**config.mk**
```make
export PLATFORM = sky130hd
export DESIGN_NAME = nf_identifier_v2_flat
export DESIGN_NICKNAME = d
export VERILOG_FILES = /design/src/rtl/nf_identifier_pkg.sv /design/src/rtl/nf_identifier_v2_if.sv /design/src/rtl/nf_identifier_uptime.sv /design/src/rtl/nf_identifier_v2.sv /design/src/flat_wrapper.sv
export SDC_FILE = /design/constraint.sdc
export NUM_CORES = 1
export LEC_CHECK = 0
export BUFFER_PORTS_ARGS = -buffer_cell sky130_fd_sc_hd__buf_2
export CORE_MARGIN = 1
export CORE_UTILIZATION = 55
export DETAILED_ROUTE_END_ITERATION = 10
export GPL_TIMING_DRIVEN = 0
export HOLD_SLACK_MARGIN = 0.02
export PLACE_DENSITY = 0.88
export RECOVER_POWER = 50
export SLEW_MARGIN = 0
export SYNTH_ARGS = -nofsm -noshare
export SYNTH_HDL_FRONTEND = slang
export SYNTH_SLANG_ARGS = --single-unit
```
**constraint.sdc**
```tcl
create_clock -name S_AXI_ACLK -period 4 [get_ports S_AXI_ACLK]
set_input_delay 0.2 -clock S_AXI_ACLK [delete_from_list [all_inputs] [get_ports S_AXI_ACLK]]
set_output_delay 0.2 -clock S_AXI_ACLK [all_outputs]
set_load 0.01 [all_outputs]
```
**src/rtl/nf_identifier_pkg.sv**
```systemverilog
// Shared constants, response codes and FSM states for the
// board identifier AXI4-Lite peripheral.
package nf_identifier_pkg;

   localparam logic [11:0] OFF_VERSION = 12'h000;
   localparam logic [11:0] OFF_SCRATCH = 12'h004;
   localparam logic [11:0] OFF_UP_SEC  = 12'h008;
   localparam logic [11:0] OFF_UP_TICK = 12'h00C;
   localparam logic [11:0] OFF_CYC_LO  = 12'h010;
   localparam logic [11:0] OFF_CYC_HI  = 12'h014;
   localparam logic [11:0] OFF_ID_BASE = 12'h020;

   localparam logic [15:0] VERSION_MAJOR = 16'h0002;

   localparam logic [1:0] RESP_OKAY   = 2'b00;
   localparam logic [1:0] RESP_SLVERR = 2'b10;

   typedef enum logic {
      RD_IDLE,
      RD_RESP
   } rd_state_e;

   typedef enum logic [1:0] {
      WR_IDLE,
      WR_HAVE_AW,
      WR_HAVE_W,
      WR_RESP
   } wr_state_e;

   function automatic logic [31:0] apply_wstrb(
      input logic [31:0] old_v,
      input logic [31:0] new_v,
      input logic [3:0]  strb
   );
      logic [31:0] r;
      r = old_v;
      for (int b = 0; b < 4; b++) begin
         if (strb[b]) r[8*b +: 8] = new_v[8*b +: 8];
      end
      return r;
   endfunction

endpackage

```
**src/rtl/nf_identifier_v2_if.sv**
```systemverilog
// AXI4-Lite bundle for the identifier peripheral.
// master drives AW/W/AR and B/R ready; slave answers.
interface nf_identifier_v2_if #(
   parameter int AW = 32,
   parameter int DW = 32
);
   logic [AW-1:0]   S_AXI_AWADDR;
   logic            S_AXI_AWVALID;
   logic            S_AXI_AWREADY;
   logic [DW-1:0]   S_AXI_WDATA;
   logic [DW/8-1:0] S_AXI_WSTRB;
   logic            S_AXI_WVALID;
   logic            S_AXI_WREADY;
   logic [1:0]      S_AXI_BRESP;
   logic            S_AXI_BVALID;
   logic            S_AXI_BREADY;
   logic [AW-1:0]   S_AXI_ARADDR;
   logic            S_AXI_ARVALID;
   logic            S_AXI_ARREADY;
   logic [DW-1:0]   S_AXI_RDATA;
   logic [1:0]      S_AXI_RRESP;
   logic            S_AXI_RVALID;
   logic            S_AXI_RREADY;

   modport master (
      output S_AXI_AWADDR, S_AXI_AWVALID,
      output S_AXI_WDATA, S_AXI_WSTRB, S_AXI_WVALID,
      output S_AXI_BREADY,
      output S_AXI_ARADDR, S_AXI_ARVALID,
      output S_AXI_RREADY,
      input  S_AXI_AWREADY, S_AXI_WREADY,
      input  S_AXI_BRESP, S_AXI_BVALID,
      input  S_AXI_ARREADY,
      input  S_AXI_RDATA, S_AXI_RRESP, S_AXI_RVALID
   );

   modport slave (
      input  S_AXI_AWADDR, S_AXI_AWVALID,
      input  S_AXI_WDATA, S_AXI_WSTRB, S_AXI_WVALID,
      input  S_AXI_BREADY,
      input  S_AXI_ARADDR, S_AXI_ARVALID,
      input  S_AXI_RREADY,
      output S_AXI_AWREADY, S_AXI_WREADY,
      output S_AXI_BRESP, S_AXI_BVALID,
      output S_AXI_ARREADY,
      output S_AXI_RDATA, S_AXI_RRESP, S_AXI_RVALID
   );

endinterface

```
**src/rtl/nf_identifier_uptime.sv**
```systemverilog
// Uptime counters: tick (0..C_FREQ_HZ-1), seconds, 64-bit cycles.
// Ports: clk_i, rst_ni in; tick_o, sec_o, cycle_o out.
module nf_identifier_uptime #(
   parameter int C_FREQ_HZ = 100000000
) (
   input  logic        clk_i,
   input  logic        rst_ni,
   output logic [31:0] tick_o,
   output logic [31:0] sec_o,
   output logic [63:0] cycle_o
);

   localparam logic [31:0] TICK_MAX = 32'(C_FREQ_HZ - 1);

   logic [31:0] tick_q;
   logic [31:0] sec_q;
   logic [63:0] cycle_q;

   always_ff @(posedge clk_i or negedge rst_ni) begin
      if (!rst_ni) begin
         tick_q  <= '0;
         sec_q   <= '0;
         cycle_q <= '0;
      end else begin
         cycle_q <= cycle_q + 64'd1;
         if (tick_q == TICK_MAX) begin
            tick_q <= '0;
            sec_q  <= sec_q + 32'd1;
         end else begin
            tick_q <= tick_q + 32'd1;
         end
      end
   end

   assign tick_o  = tick_q;
   assign sec_o   = sec_q;
   assign cycle_o = cycle_q;

endmodule

```
**src/rtl/nf_identifier_v2.sv**
```systemverilog
// AXI4-Lite identifier: version, scratch, uptime, cycle, ID words.
// Ports: S_AXI_ACLK, S_AXI_ARESETN, s_axi (slave AXI4-Lite bundle).
module nf_identifier_v2
   import nf_identifier_pkg::*;
#(
   parameter int           C_S_AXI_DATA_WIDTH   = 32,
   parameter int           C_S_AXI_ADDR_WIDTH   = 32,
   parameter logic [31:0]  C_BASEADDR           = 32'hFFFFFFFF,
   parameter logic [31:0]  C_HIGHADDR           = 32'h00000000,
   parameter int           C_S_AXI_ACLK_FREQ_HZ = 100000000,
   parameter int           C_NUM_ID_WORDS       = 3,
   parameter logic [255:0] C_ID_WORDS           = 256'h0
) (
   input logic               S_AXI_ACLK,
   input logic               S_AXI_ARESETN,
   nf_identifier_v2_if.slave s_axi
);

   localparam logic [31:0] VERSION =
      {VERSION_MAJOR, 8'(C_NUM_ID_WORDS), 8'h00};

   logic [31:0] tick;
   logic [31:0] sec;
   logic [63:0] cycle;

   nf_identifier_uptime #(
      .C_FREQ_HZ (C_S_AXI_ACLK_FREQ_HZ)
   ) u_uptime (
      .clk_i   (S_AXI_ACLK),
      .rst_ni  (S_AXI_ARESETN),
      .tick_o  (tick),
      .sec_o   (sec),
      .cycle_o (cycle)
   );

   // Window placement is the interconnect's job; only ADDR[11:0] decodes.
   logic unused_bits;
   assign unused_bits = ^{s_axi.S_AXI_ARADDR, s_axi.S_AXI_AWADDR,
                          C_BASEADDR, C_HIGHADDR,
                          32'(C_S_AXI_DATA_WIDTH),
                          32'(C_S_AXI_ADDR_WIDTH)};

   logic [31:0] id_w [8];
   always_comb begin
      for (int i = 0; i < 8; i++) begin
         id_w[i] = C_ID_WORDS[i*32 +: 32];
      end
   end

   rd_state_e   rd_state_q;
   logic        arready_q;
   logic        rvalid_q;
   logic [31:0] rdata_q;
   logic [1:0]  rresp_q;
   logic [63:0] shadow_q;
   logic [31:0] scratch_q;

   logic [11:0] ar_off;
   logic        ar_fire;
   logic        is_id;
   logic [31:0] rd_data_d;
   logic [1:0]  rd_resp_d;
   logic        cap_d;

   assign ar_off  = s_axi.S_AXI_ARADDR[11:0];
   assign ar_fire = s_axi.S_AXI_ARVALID & arready_q;
   assign is_id   = (ar_off[11:5] == OFF_ID_BASE[11:5]) &&
                    ({29'd0, ar_off[4:2]} < 32'(C_NUM_ID_WORDS));

   always_comb begin
      rd_data_d = '0;
      rd_resp_d = RESP_SLVERR;
      cap_d     = 1'b0;
      if (ar_off[1:0] == 2'b00) begin
         rd_resp_d = RESP_OKAY;
         case (ar_off)
            OFF_VERSION: rd_data_d = VERSION;
            OFF_SCRATCH: rd_data_d = scratch_q;
            OFF_UP_SEC:  rd_data_d = sec;
            OFF_UP_TICK: rd_data_d = tick;
            OFF_CYC_LO: begin
               rd_data_d = cycle[31:0];
               cap_d     = 1'b1;
            end
            OFF_CYC_HI:  rd_data_d = shadow_q[63:32];
            default: begin
               if (is_id) rd_data_d = id_w[ar_off[4:2]];
               else       rd_resp_d = RESP_SLVERR;
            end
         endcase
      end
   end

   always_ff @(posedge S_AXI_ACLK or negedge S_AXI_ARESETN) begin
      if (!S_AXI_ARESETN) begin
         rd_state_q <= RD_IDLE;
         arready_q  <= 1'b0;
         rvalid_q   <= 1'b0;
         rdata_q    <= '0;
         rresp_q    <= RESP_OKAY;
         shadow_q   <= '0;
      end else begin
         case (rd_state_q)
            RD_IDLE: begin
               arready_q <= 1'b1;
               if (ar_fire) begin
                  arready_q  <= 1'b0;
                  rvalid_q   <= 1'b1;
                  rdata_q    <= rd_data_d;
                  rresp_q    <= rd_resp_d;
                  rd_state_q <= RD_RESP;
                  if (cap_d) shadow_q <= cycle;
               end
            end
            RD_RESP: begin
               if (s_axi.S_AXI_RREADY) begin
                  rvalid_q   <= 1'b0;
                  arready_q  <= 1'b1;
                  rd_state_q <= RD_IDLE;
               end
            end
            default: rd_state_q <= RD_IDLE;
         endcase
      end
   end

   wr_state_e   wr_state_q;
   logic        awready_q;
   logic        wready_q;
   logic        bvalid_q;
   logic [1:0]  bresp_q;
   logic [11:0] awaddr_q;
   logic [31:0] wdata_q;
   logic [3:0]  wstrb_q;

   logic        aw_fire;
   logic        w_fire;
   logic [11:0] wr_off;
   logic [31:0] wr_data;
   logic [3:0]  wr_strb;
   logic        wr_ok;
   logic        commit;
   logic [31:0] scratch_d;

   assign aw_fire = s_axi.S_AXI_AWVALID & awready_q;
   assign w_fire  = s_axi.S_AXI_WVALID & wready_q;

   // Pick the captured half or the live bus, whichever arrived first.
   always_comb begin
      wr_off  = s_axi.S_AXI_AWADDR[11:0];
      wr_data = s_axi.S_AXI_WDATA;
      wr_strb = s_axi.S_AXI_WSTRB;
      if (wr_state_q == WR_HAVE_AW) wr_off = awaddr_q;
      if (wr_state_q == WR_HAVE_W) begin
         wr_data = wdata_q;
         wr_strb = wstrb_q;
      end
      wr_ok     = (wr_off == OFF_SCRATCH);
      scratch_d = apply_wstrb(scratch_q, wr_data, wr_strb);
      commit    = 1'b0;
      unique case (1'b1)
         (wr_state_q == WR_IDLE):    commit = aw_fire & w_fire;
         (wr_state_q == WR_HAVE_AW): commit = w_fire;
         (wr_state_q == WR_HAVE_W):  commit = aw_fire;
         default:                    commit = 1'b0;
      endcase
   end

   always_ff @(posedge S_AXI_ACLK or negedge S_AXI_ARESETN) begin
      if (!S_AXI_ARESETN) begin
         wr_state_q <= WR_IDLE;
         awready_q  <= 1'b0;
         wready_q   <= 1'b0;
         bvalid_q   <= 1'b0;
         bresp_q    <= RESP_OKAY;
         awaddr_q   <= '0;
         wdata_q    <= '0;
         wstrb_q    <= '0;
         scratch_q  <= '0;
      end else begin
         case (wr_state_q)
            WR_IDLE: begin
               awready_q <= ~aw_fire;
               wready_q  <= ~w_fire;
               if (aw_fire) awaddr_q <= s_axi.S_AXI_AWADDR[11:0];
               if (w_fire) begin
                  wdata_q <= s_axi.S_AXI_WDATA;
                  wstrb_q <= s_axi.S_AXI_WSTRB;
               end
               if (aw_fire)     wr_state_q <= WR_HAVE_AW;
               else if (w_fire) wr_state_q <= WR_HAVE_W;
            end
            WR_HAVE_AW: ;
            WR_HAVE_W:  ;
            WR_RESP: begin
               if (s_axi.S_AXI_BREADY) begin
                  bvalid_q   <= 1'b0;
                  awready_q  <= 1'b1;
                  wready_q   <= 1'b1;
                  wr_state_q <= WR_IDLE;
               end
            end
            default: wr_state_q <= WR_IDLE;
         endcase
         if (commit) begin
            awready_q  <= 1'b0;
            wready_q   <= 1'b0;
            bvalid_q   <= 1'b1;
            bresp_q    <= wr_ok ? RESP_OKAY : RESP_SLVERR;
            wr_state_q <= WR_RESP;
            if (wr_ok) scratch_q <= scratch_d;
         end
      end
   end

   assign s_axi.S_AXI_ARREADY = arready_q;
   assign s_axi.S_AXI_RVALID  = rvalid_q;
   assign s_axi.S_AXI_RDATA   = rdata_q;
   assign s_axi.S_AXI_RRESP   = rresp_q;
   assign s_axi.S_AXI_AWREADY = awready_q;
   assign s_axi.S_AXI_WREADY  = wready_q;
   assign s_axi.S_AXI_BVALID  = bvalid_q;
   assign s_axi.S_AXI_BRESP   = bresp_q;

endmodule

```
**src/flat_wrapper.sv**
```systemverilog
// flat-port wrapper written by rule: the top's interface ports become plain ports
module nf_identifier_v2_flat import nf_identifier_pkg::*;
#(
   parameter int           C_S_AXI_DATA_WIDTH   = 32,
   parameter int           C_S_AXI_ADDR_WIDTH   = 32,
   parameter logic [31:0]  C_BASEADDR           = 32'hFFFFFFFF,
   parameter logic [31:0]  C_HIGHADDR           = 32'h00000000,
   parameter int           C_S_AXI_ACLK_FREQ_HZ = 100000000,
   parameter int           C_NUM_ID_WORDS       = 3,
   parameter logic [255:0] C_ID_WORDS           = 256'h0
)
  (S_AXI_ACLK, S_AXI_ARESETN, s_axi_S_AXI_AWADDR, s_axi_S_AXI_AWVALID, s_axi_S_AXI_WDATA, s_axi_S_AXI_WSTRB, s_axi_S_AXI_WVALID, s_axi_S_AXI_BREADY, s_axi_S_AXI_ARADDR, s_axi_S_AXI_ARVALID, s_axi_S_AXI_RREADY, s_axi_S_AXI_AWREADY, s_axi_S_AXI_WREADY, s_axi_S_AXI_BRESP, s_axi_S_AXI_BVALID, s_axi_S_AXI_ARREADY, s_axi_S_AXI_RDATA, s_axi_S_AXI_RRESP, s_axi_S_AXI_RVALID);
  nf_identifier_v2_if #(.AW(32), .DW(32)) s_axi_i ();
  input logic S_AXI_ACLK;
  input logic S_AXI_ARESETN;
  input wire logic [$bits(s_axi_i.S_AXI_AWADDR)-1:0] s_axi_S_AXI_AWADDR;
  input wire logic [$bits(s_axi_i.S_AXI_AWVALID)-1:0] s_axi_S_AXI_AWVALID;
  input wire logic [$bits(s_axi_i.S_AXI_WDATA)-1:0] s_axi_S_AXI_WDATA;
  input wire logic [$bits(s_axi_i.S_AXI_WSTRB)-1:0] s_axi_S_AXI_WSTRB;
  input wire logic [$bits(s_axi_i.S_AXI_WVALID)-1:0] s_axi_S_AXI_WVALID;
  input wire logic [$bits(s_axi_i.S_AXI_BREADY)-1:0] s_axi_S_AXI_BREADY;
  input wire logic [$bits(s_axi_i.S_AXI_ARADDR)-1:0] s_axi_S_AXI_ARADDR;
  input wire logic [$bits(s_axi_i.S_AXI_ARVALID)-1:0] s_axi_S_AXI_ARVALID;
  input wire logic [$bits(s_axi_i.S_AXI_RREADY)-1:0] s_axi_S_AXI_RREADY;
  output wire logic [$bits(s_axi_i.S_AXI_AWREADY)-1:0] s_axi_S_AXI_AWREADY;
  output wire logic [$bits(s_axi_i.S_AXI_WREADY)-1:0] s_axi_S_AXI_WREADY;
  output wire logic [$bits(s_axi_i.S_AXI_BRESP)-1:0] s_axi_S_AXI_BRESP;
  output wire logic [$bits(s_axi_i.S_AXI_BVALID)-1:0] s_axi_S_AXI_BVALID;
  output wire logic [$bits(s_axi_i.S_AXI_ARREADY)-1:0] s_axi_S_AXI_ARREADY;
  output wire logic [$bits(s_axi_i.S_AXI_RDATA)-1:0] s_axi_S_AXI_RDATA;
  output wire logic [$bits(s_axi_i.S_AXI_RRESP)-1:0] s_axi_S_AXI_RRESP;
  output wire logic [$bits(s_axi_i.S_AXI_RVALID)-1:0] s_axi_S_AXI_RVALID;
  assign s_axi_i.S_AXI_AWADDR = s_axi_S_AXI_AWADDR;
  assign s_axi_i.S_AXI_AWVALID = s_axi_S_AXI_AWVALID;
  assign s_axi_i.S_AXI_WDATA = s_axi_S_AXI_WDATA;
  assign s_axi_i.S_AXI_WSTRB = s_axi_S_AXI_WSTRB;
  assign s_axi_i.S_AXI_WVALID = s_axi_S_AXI_WVALID;
  assign s_axi_i.S_AXI_BREADY = s_axi_S_AXI_BREADY;
  assign s_axi_i.S_AXI_ARADDR = s_axi_S_AXI_ARADDR;
  assign s_axi_i.S_AXI_ARVALID = s_axi_S_AXI_ARVALID;
  assign s_axi_i.S_AXI_RREADY = s_axi_S_AXI_RREADY;
  assign s_axi_S_AXI_AWREADY = s_axi_i.S_AXI_AWREADY;
  assign s_axi_S_AXI_WREADY = s_axi_i.S_AXI_WREADY;
  assign s_axi_S_AXI_BRESP = s_axi_i.S_AXI_BRESP;
  assign s_axi_S_AXI_BVALID = s_axi_i.S_AXI_BVALID;
  assign s_axi_S_AXI_ARREADY = s_axi_i.S_AXI_ARREADY;
  assign s_axi_S_AXI_RDATA = s_axi_i.S_AXI_RDATA;
  assign s_axi_S_AXI_RRESP = s_axi_i.S_AXI_RRESP;
  assign s_axi_S_AXI_RVALID = s_axi_i.S_AXI_RVALID;
  nf_identifier_v2 #(.C_S_AXI_DATA_WIDTH(C_S_AXI_DATA_WIDTH), .C_S_AXI_ADDR_WIDTH(C_S_AXI_ADDR_WIDTH), .C_BASEADDR(C_BASEADDR), .C_HIGHADDR(C_HIGHADDR), .C_S_AXI_ACLK_FREQ_HZ(C_S_AXI_ACLK_FREQ_HZ), .C_NUM_ID_WORDS(C_NUM_ID_WORDS), .C_ID_WORDS(C_ID_WORDS)) u_core (.S_AXI_ACLK(S_AXI_ACLK), .S_AXI_ARESETN(S_AXI_ARESETN), .s_axi(s_axi_i));
endmodule
```
After elaboration in Yosys (flattened, before gate mapping)
Memory sizes are Yosys's and may differ from the RTL's.
Index checks and enable logic that the tools add are counted.
{ "classes": {"addsub": 3, "n_mul": 0, "div": 0, "order_cmp": 2, "n_eq_ne": 15, "shifts": 0, "muxes": 38, "bitwise": 8, "n_reduce_logical": 20} }
{ "op_table": {"columns": ["op", "n"], "rows": [
  ["2-to-1 mux 32 bit", 6],
  ["one-hot mux 32 bit (6 select lines)", 1],
  ["adder 32 x 1 -> 32 bit (second input constant)", 2],
  ["adder 64 x 1 -> 64 bit (second input constant)", 1],
  ["== test 32 x 27 -> 1 bit (second input constant)", 1],
  ["== test 12 x 3 -> 1 bit (second input constant)", 2],
  ["== test 12 x 4 -> 1 bit (second input constant)", 2],
  ["== test 12 x 5 -> 1 bit (second input constant)", 2],
  ["AND reduction 3 bit", 6],
  ["2-to-1 mux 2 bit", 8],
  ["2-to-1 mux 1 bit", 14],
  ["zero test 12 bit", 1],
  ["2-to-1 mux 12 bit", 1],
  ["AND reduction 2 bit", 6],
  ["one-hot mux 1 bit (2 select lines)", 5],
  ["== test 7 x 1 -> 1 bit (second input constant)", 1],
  ["OR reduction 6 bit", 1],
  ["AND 1 bit", 4],
  ["== test 2 bit (second input constant)", 2],
  ["greater-or-equal comparator 4 bit (second input constant)", 1],
  ["zero test 2 bit", 2],
  ["2-to-1 mux 4 bit", 1],
  ["!= test 4 x 1 -> 1 bit (second input constant)", 1],
  ["inverter 3 -> 4 bit", 1],
  ["11 further kinds", 14]
]} }
{ "word_totals": {"regBits": 316, "latch_bits": 0, "ram_bits": 0, "mem_bits_ro": 256, "input_bits": 107, "output_inout_bits": 41, "wordCells": 108, "mem_count": 1} }
{ "mem_list": {"columns": ["memory", "words", "width", "rd", "rd_ports_with_merged_regs", "write_ports", "line", "rtl"], "rows": [
  ["(no name shown)", 8, 32, 1, 0, 0, "nf_identifier_v2.sv:87", "if (is_id) rd_data_d = id_w[ar_off[4:2]];"]
]} }

Logic depth before layout (Yosys ltp)
{ "depth": {"depth_word": 7, "depth_mapped": 10, "depth_no_buf": 8} }

By module
Synthesis repeated with hierarchy kept, for this count alone.
{ "unflattened": {"hier_cells": 1170, "hier_area_um2": 13559.3} }
{ "by_module_without_submodules": {"columns": ["mod", "instances", "cells_per_inst", "area_each_um2", "seq_area_each_um2"], "rows": [
  ["nf_identifier_v2", 1, 606, 7559.8, 3853.7],
  ["nf_identifier_uptime", 1, 564, 5999.5, 3203.1]
]} }

Least setup slack after synthesis
No wires, ideal clock.
{ "synth_path": {"path_type": "register -> register", "start": "reg u_core.u_uptime.tick_q[11], in the netlist u_core.u_uptime.tick_o[11]", "end": "reg u_core.u_uptime.sec_q[30], in the netlist u_core.u_uptime.sec_o[30]", "setup_ns": 0.079, "arrival_time_ns": 2.235, "required_ns": 3.921, "slack_ns": 1.685, "path_stages_with_launch": 7, "path_buffers": 1, "synth_period_minus_slack_ns": 2.315, "path_cell_list": "dfrtp_1 or4_1 or4_4 or2_1 buf_6 nor4_4 xor2_1"} }
{ "synth_between": {"elab_chain_cells": 1} }
{ "synth_lines": {"columns": ["item", "line", "rtl"], "rows": [
  ["start, declared", "nf_identifier_uptime.sv:15", "logic [31:0] tick_q;"],
  ["start signal, assigned", "nf_identifier_uptime.sv:30", "tick_q <= tick_q + 32'd1;"],
  ["== test 32 x 27 -> 1 bit", "nf_identifier_uptime.sv:26", "if (tick_q == TICK_MAX) begin"],
  ["end signal, assigned", "nf_identifier_uptime.sv:28", "sec_q <= sec_q + 32'd1;"],
  ["end, declared", "nf_identifier_uptime.sv:16", "logic [31:0] sec_q;"]
]} }
No other way between the ends.
A chain may end at the register's enable or synchronous reset.

Final worst setup path
{ "layout_path": {"start": "reg u_core.wr_state_q[0]", "end": "reg u_core.scratch_q[22]"} }
{ "layout_between": {"elab_chain_cells": 4, "word_cells_on_any_way": 9, "cone_classes": "3 x eq/ne; 4 x mux; 2 x reduce/logical"} }
{ "layout_lines": {"columns": ["item", "line", "rtl"], "rows": [
  ["start, declared", "nf_identifier_v2.sv:127", "wr_state_e wr_state_q;"],
  ["start signal, assigned", "nf_identifier_v2.sv:171", "wr_state_q <= WR_IDLE;"],
  ["start signal, assigned", "nf_identifier_v2.sv:190", "if (aw_fire) wr_state_q <= WR_HAVE_AW;"],
  ["start signal, assigned", "nf_identifier_v2.sv:191", "else if (w_fire) wr_state_q <= WR_HAVE_W;"],
  ["== test 2 x 1 -> 1 bit", "nf_identifier_v2.sv:153, nf_identifier_v2.sv:163", null],
  ["2-to-1 mux 12 bit", "nf_identifier_v2.sv:153", "if (wr_state_q == WR_HAVE_AW) wr_off = awaddr_q;"],
  ["== test 12 x 3 -> 1 bit", "nf_identifier_v2.sv:158", "wr_ok = (wr_off == OFF_SCRATCH);"],
  ["AND reduction 3 bit (no source line)", null, null],
  ["end signal, assigned", "nf_identifier_v2.sv:211", "if (wr_ok) scratch_q <= scratch_d;"],
  ["end, declared", "nf_identifier_v2.sv:56", "logic [31:0] scratch_q;"]
]} }
Several ways; a longest one is shown, not always the timed one.

==> metrics.txt <==
DR vias 10.62k; Post-Synth Adder-Cell Area 0.6633%; maximum clock path buffer count 3; clk sinks 282; largest net degree at the start of global routing between 100 and 150; Post-DP HPWL between 20000 and 25000 um; H-tree depth 1; Seq/Total Area, Yosys 53.44%; Cell Int Power 5395 uW; row count 56; Max-cap violations 1; HP Class in2reg; P_leak 0.007139 uW; worst rel slew slack -63.84%; compound-cell area share of the yosys netlist 6.302%; I/O Buffers 104; total CTS buffers 28; critical path class reg2reg; synthesis-to-finish area growth 18.44%; Met1 Routed Length 13810 um; Final Critical Period 3.225 ns; Crit. End Element flop; synthesized area about 13000 um^2; Synth cell types 48; die width 156.9 um; first drt pass iteration count 6; GPL Wtd Cong 0.9240; 1st-iter DRT viols approximately 1.2k; Max rail drop VDD 397.0 uV; Ports 148; non-filler cells in the finished layout ~1.7k; met2 WL post-DR 17450 um; Req. time, crit path 4.38 ns; synthesized area per cell 11.11 um^2; Net count, final between 1k and 1.5k; post-cts gate resize count 0; Worst-Margin Slew 2.458 ns; Synth Instances roughly 1.2k; die height ~160 um; Global Route Usage Sum a little under a third; Post-synth EDFFs 0; residual DRC count 0; DR vias/cell 6.180; Avg WL per Cell 21.30 um; clk_lat worst skew 0.55 ns; Setup violations, final 0; Starting Density 56.09%; Hold Crit Depth 4; gr ovfl total 0; Max FO, Critical Path 10; R2R depth 9; # hold bufs at CTS 51; Util after Layout 66.43%; Max Slew Vio Count 95; Critical Path AT 3.60 ns; fraction of layout instances using a drive strength above 1 17.81%; Pwr Total 7371 uW; power share of the clock group 38.5%; highest metal used met4; largest family of logic cells by synthesized area simple AND/OR/NAND/NOR gates; Root Driver clkbuf_16; Sw Ratio 26.81%; Fin Hold WS 0.06462 ns; commonest cells after routing, fill and taps aside dfrtp_1 (282), mux2_2 (116), nand2_1 (111), nor2_1 (85), clkbuf_1 (78); Final Hold Vio Count 0; fmax 0.3101 GHz; RSZ-0062 raised after global routing false; violated checks capacitance limit, slew limit; #FFs+latches synth 282; WL met3 3210 um; ANT nets after route 0; mux contribution to synthesized area 14.60%; fin crit share 80.62%; drt total wl 36620 um; post-synthesis simple-gate area fraction 14.97%; PwrDens 471.3 nW/um^2; DP Cell Count 1614; Post CTS Setup Buffer Count 0; core area 23540 um^2; ys async rst share 100.0%; CP startpoint kind flop; top_reg_cell synth dfrtp_1; # fillers 1638; Switch Pwr 1976 uW; part of the power in combinational logic 15.9%; Worst-path clk slew 0.06 ns; global-route wire length before repair 58100 um; Layout Skew 0.02370 ns; xor/xnor share of the synthesized area 8.026%; die area 24630 um^2; CTS tree done; most common cell after layout, fill and taps aside dfrtp_1; Synth Warn # 0; vias in the first global route 10.93k; status complete, but fails checks; initial antenna violation count 1; Flop pwr share 45.7%
==> power by group through the flow <==
stage	Clock, uW	Combinational (uW)	Sequential [uW]
after floorplan	0	770	3340
after global placement	0	1040	3360
after detailed placement	0	1090	3380
after CTS	2810	1150	3330
after global routing	2950	1280	3390
final	2830	1170	3370
==> registers in the layout, indices dropped and copies added (netlist names), 2 cells and up <==
name and flops:
u_core.wstrb_q 4, u_core.shadow_q 32, u_core.u_uptime.tick_o 32, u_core.scratch_q 32, u_core.awaddr_q 12, u_core.wr_state_q 2
u_core.u_uptime.cycle_o 64, u_core.u_uptime.sec_o 32, u_core.wdata_q 32, u_core.s_axi.S_AXI_RDATA 32
==> kinds of logic after synthesis <==
kind of cell / Yosys count
simple gates: 389
mux: 178
flops: 282
fa+ha+maj: 7
other cells: 1
compound gates: 145
buf+inv: 65
xor+xnor: 121
==> stage by stage <==
step / cell area (um^2) / setup TNS (ns) / setup slack (ns)
after CTS: 15690 / 0 / 1.210
after global placement: 14130 / -638.00 / -2.287
after floorplan: 13210 / 0 / 1.685
after detailed placement: 14190 / 0 / 1.027
final: 15640 / 0 / 0.7751
after global routing: 15640 / 0 / 0.6009
==> worst paths after layout <==
| kind | startpoint | to | slack (ns) |
|---|---|---|---|
| max in group asynchronous | S_AXI_ARESETN | u_core.u_uptime.cycle_o[16] | 1.58 |
| min in group asynchronous | S_AXI_ARESETN | u_core.scratch_q[12] | 0.96 |
| setup / recovery | u_core.wr_state_q[0] | u_core.scratch_q[22] | 0.78 |
| hold reg to reg | u_core.u_uptime.cycle_o[63] | u_core.u_uptime.cycle_o[63] | 0.47 |
| hold / removal | s_axi_S_AXI_WVALID | u_core.wr_state_q[0] | 0.06 |
| setup reg to reg | u_core.wr_state_q[0] | u_core.scratch_q[22] | 0.78 |
==> cells in the mapped netlist (2+ instances only) <==
cell | n | area share, %
dfrtp_1 | 282 | 53
mux2_2 | 116 | 9.9
nand2_1 | 111 | 3.2
nor2_1 | 85 | 2.4
o21ai_0 | 66 | 2.5
xnor2_1 | 64 | 4.2
mux2i_1 | 61 | 4.6
nand3_1 | 59 | 2.2
xor2_1 | 57 | 3.8
a21oi_1 | 37 | 1.4
clkbuf_1 | 36 | 1.0
a22oi_1 | 32 | 1.8
nand4_1 | 31 | 1.5
nor3_1 | 25 | 0.95
inv_1 | 15 | 0.43
and3_1 | 13 | 0.62
and4_1 | 13 | 0.86
buf_1 | 11 | 0.31
nor4_1 | 11 | 0.52
ha_1 | 7 | 0.66
and2_1 | 6 | 0.28
nor4b_1 | 5 | 0.33
or3_1 | 4 | 0.19
a211oi_1 | 3 | 0.17
nand3b_1 | 3 | 0.17
nand4_2 | 3 | 0.28
or2_2 | 3 | 0.14
a21o_1 | 2 | 0.11
and3_2 | 2 | 0.11
buf_4 | 2 | 0.11
nor2b_1 | 2 | 0.095
nor4_2 | 2 | 0.19
nor4_4 | 2 | 0.32
nor4bb_1 | 2 | 0.15
or4_1 | 2 | 0.11
==> critical path, cell delays in order, from the launching register on <==
cell and delay [ns]:
dfrtp_1 0.41, inv_1 0.09, ha_1 0.14, clkbuf_1 0.44, nand3_1 0.21, a21oi_1 0.24
o21a_1 0.29, nand3_1 0.34, clkbuf_1 0.34, o21ai_0 0.55
==> routing by layer <==
layer  up-vias  global-route usage, %
met2       648                  50.77
met3       171                  6.250
met4         0                  16.85
met1      5240                  38.23
li1       4565                      -
met5         -                      0
==> area by class of cell <==
| cell class | instances | area, um^2 | share of cell area, % |
|---|---|---|---|
| diodes | 2 | 5.005 | 0.03200 |
| plain buffers | 50 | 202.7 | 1.296 |
| clock buffers | 38 | 809.5 | 5.176 |
| clock inverters | 14 | 178.9 | 1.144 |
| inverters | 15 | 56.30 | 0.3600 |
| multi-input cells | 842 | 5892 | 37.68 |
| flip-flops and latches | 282 | 7057 | 45.12 |
| well taps | 319 | 399.1 | 2.552 |
| repair buffers | 157 | 1039 | 6.641 |
(Power assumes the default switching activity.)
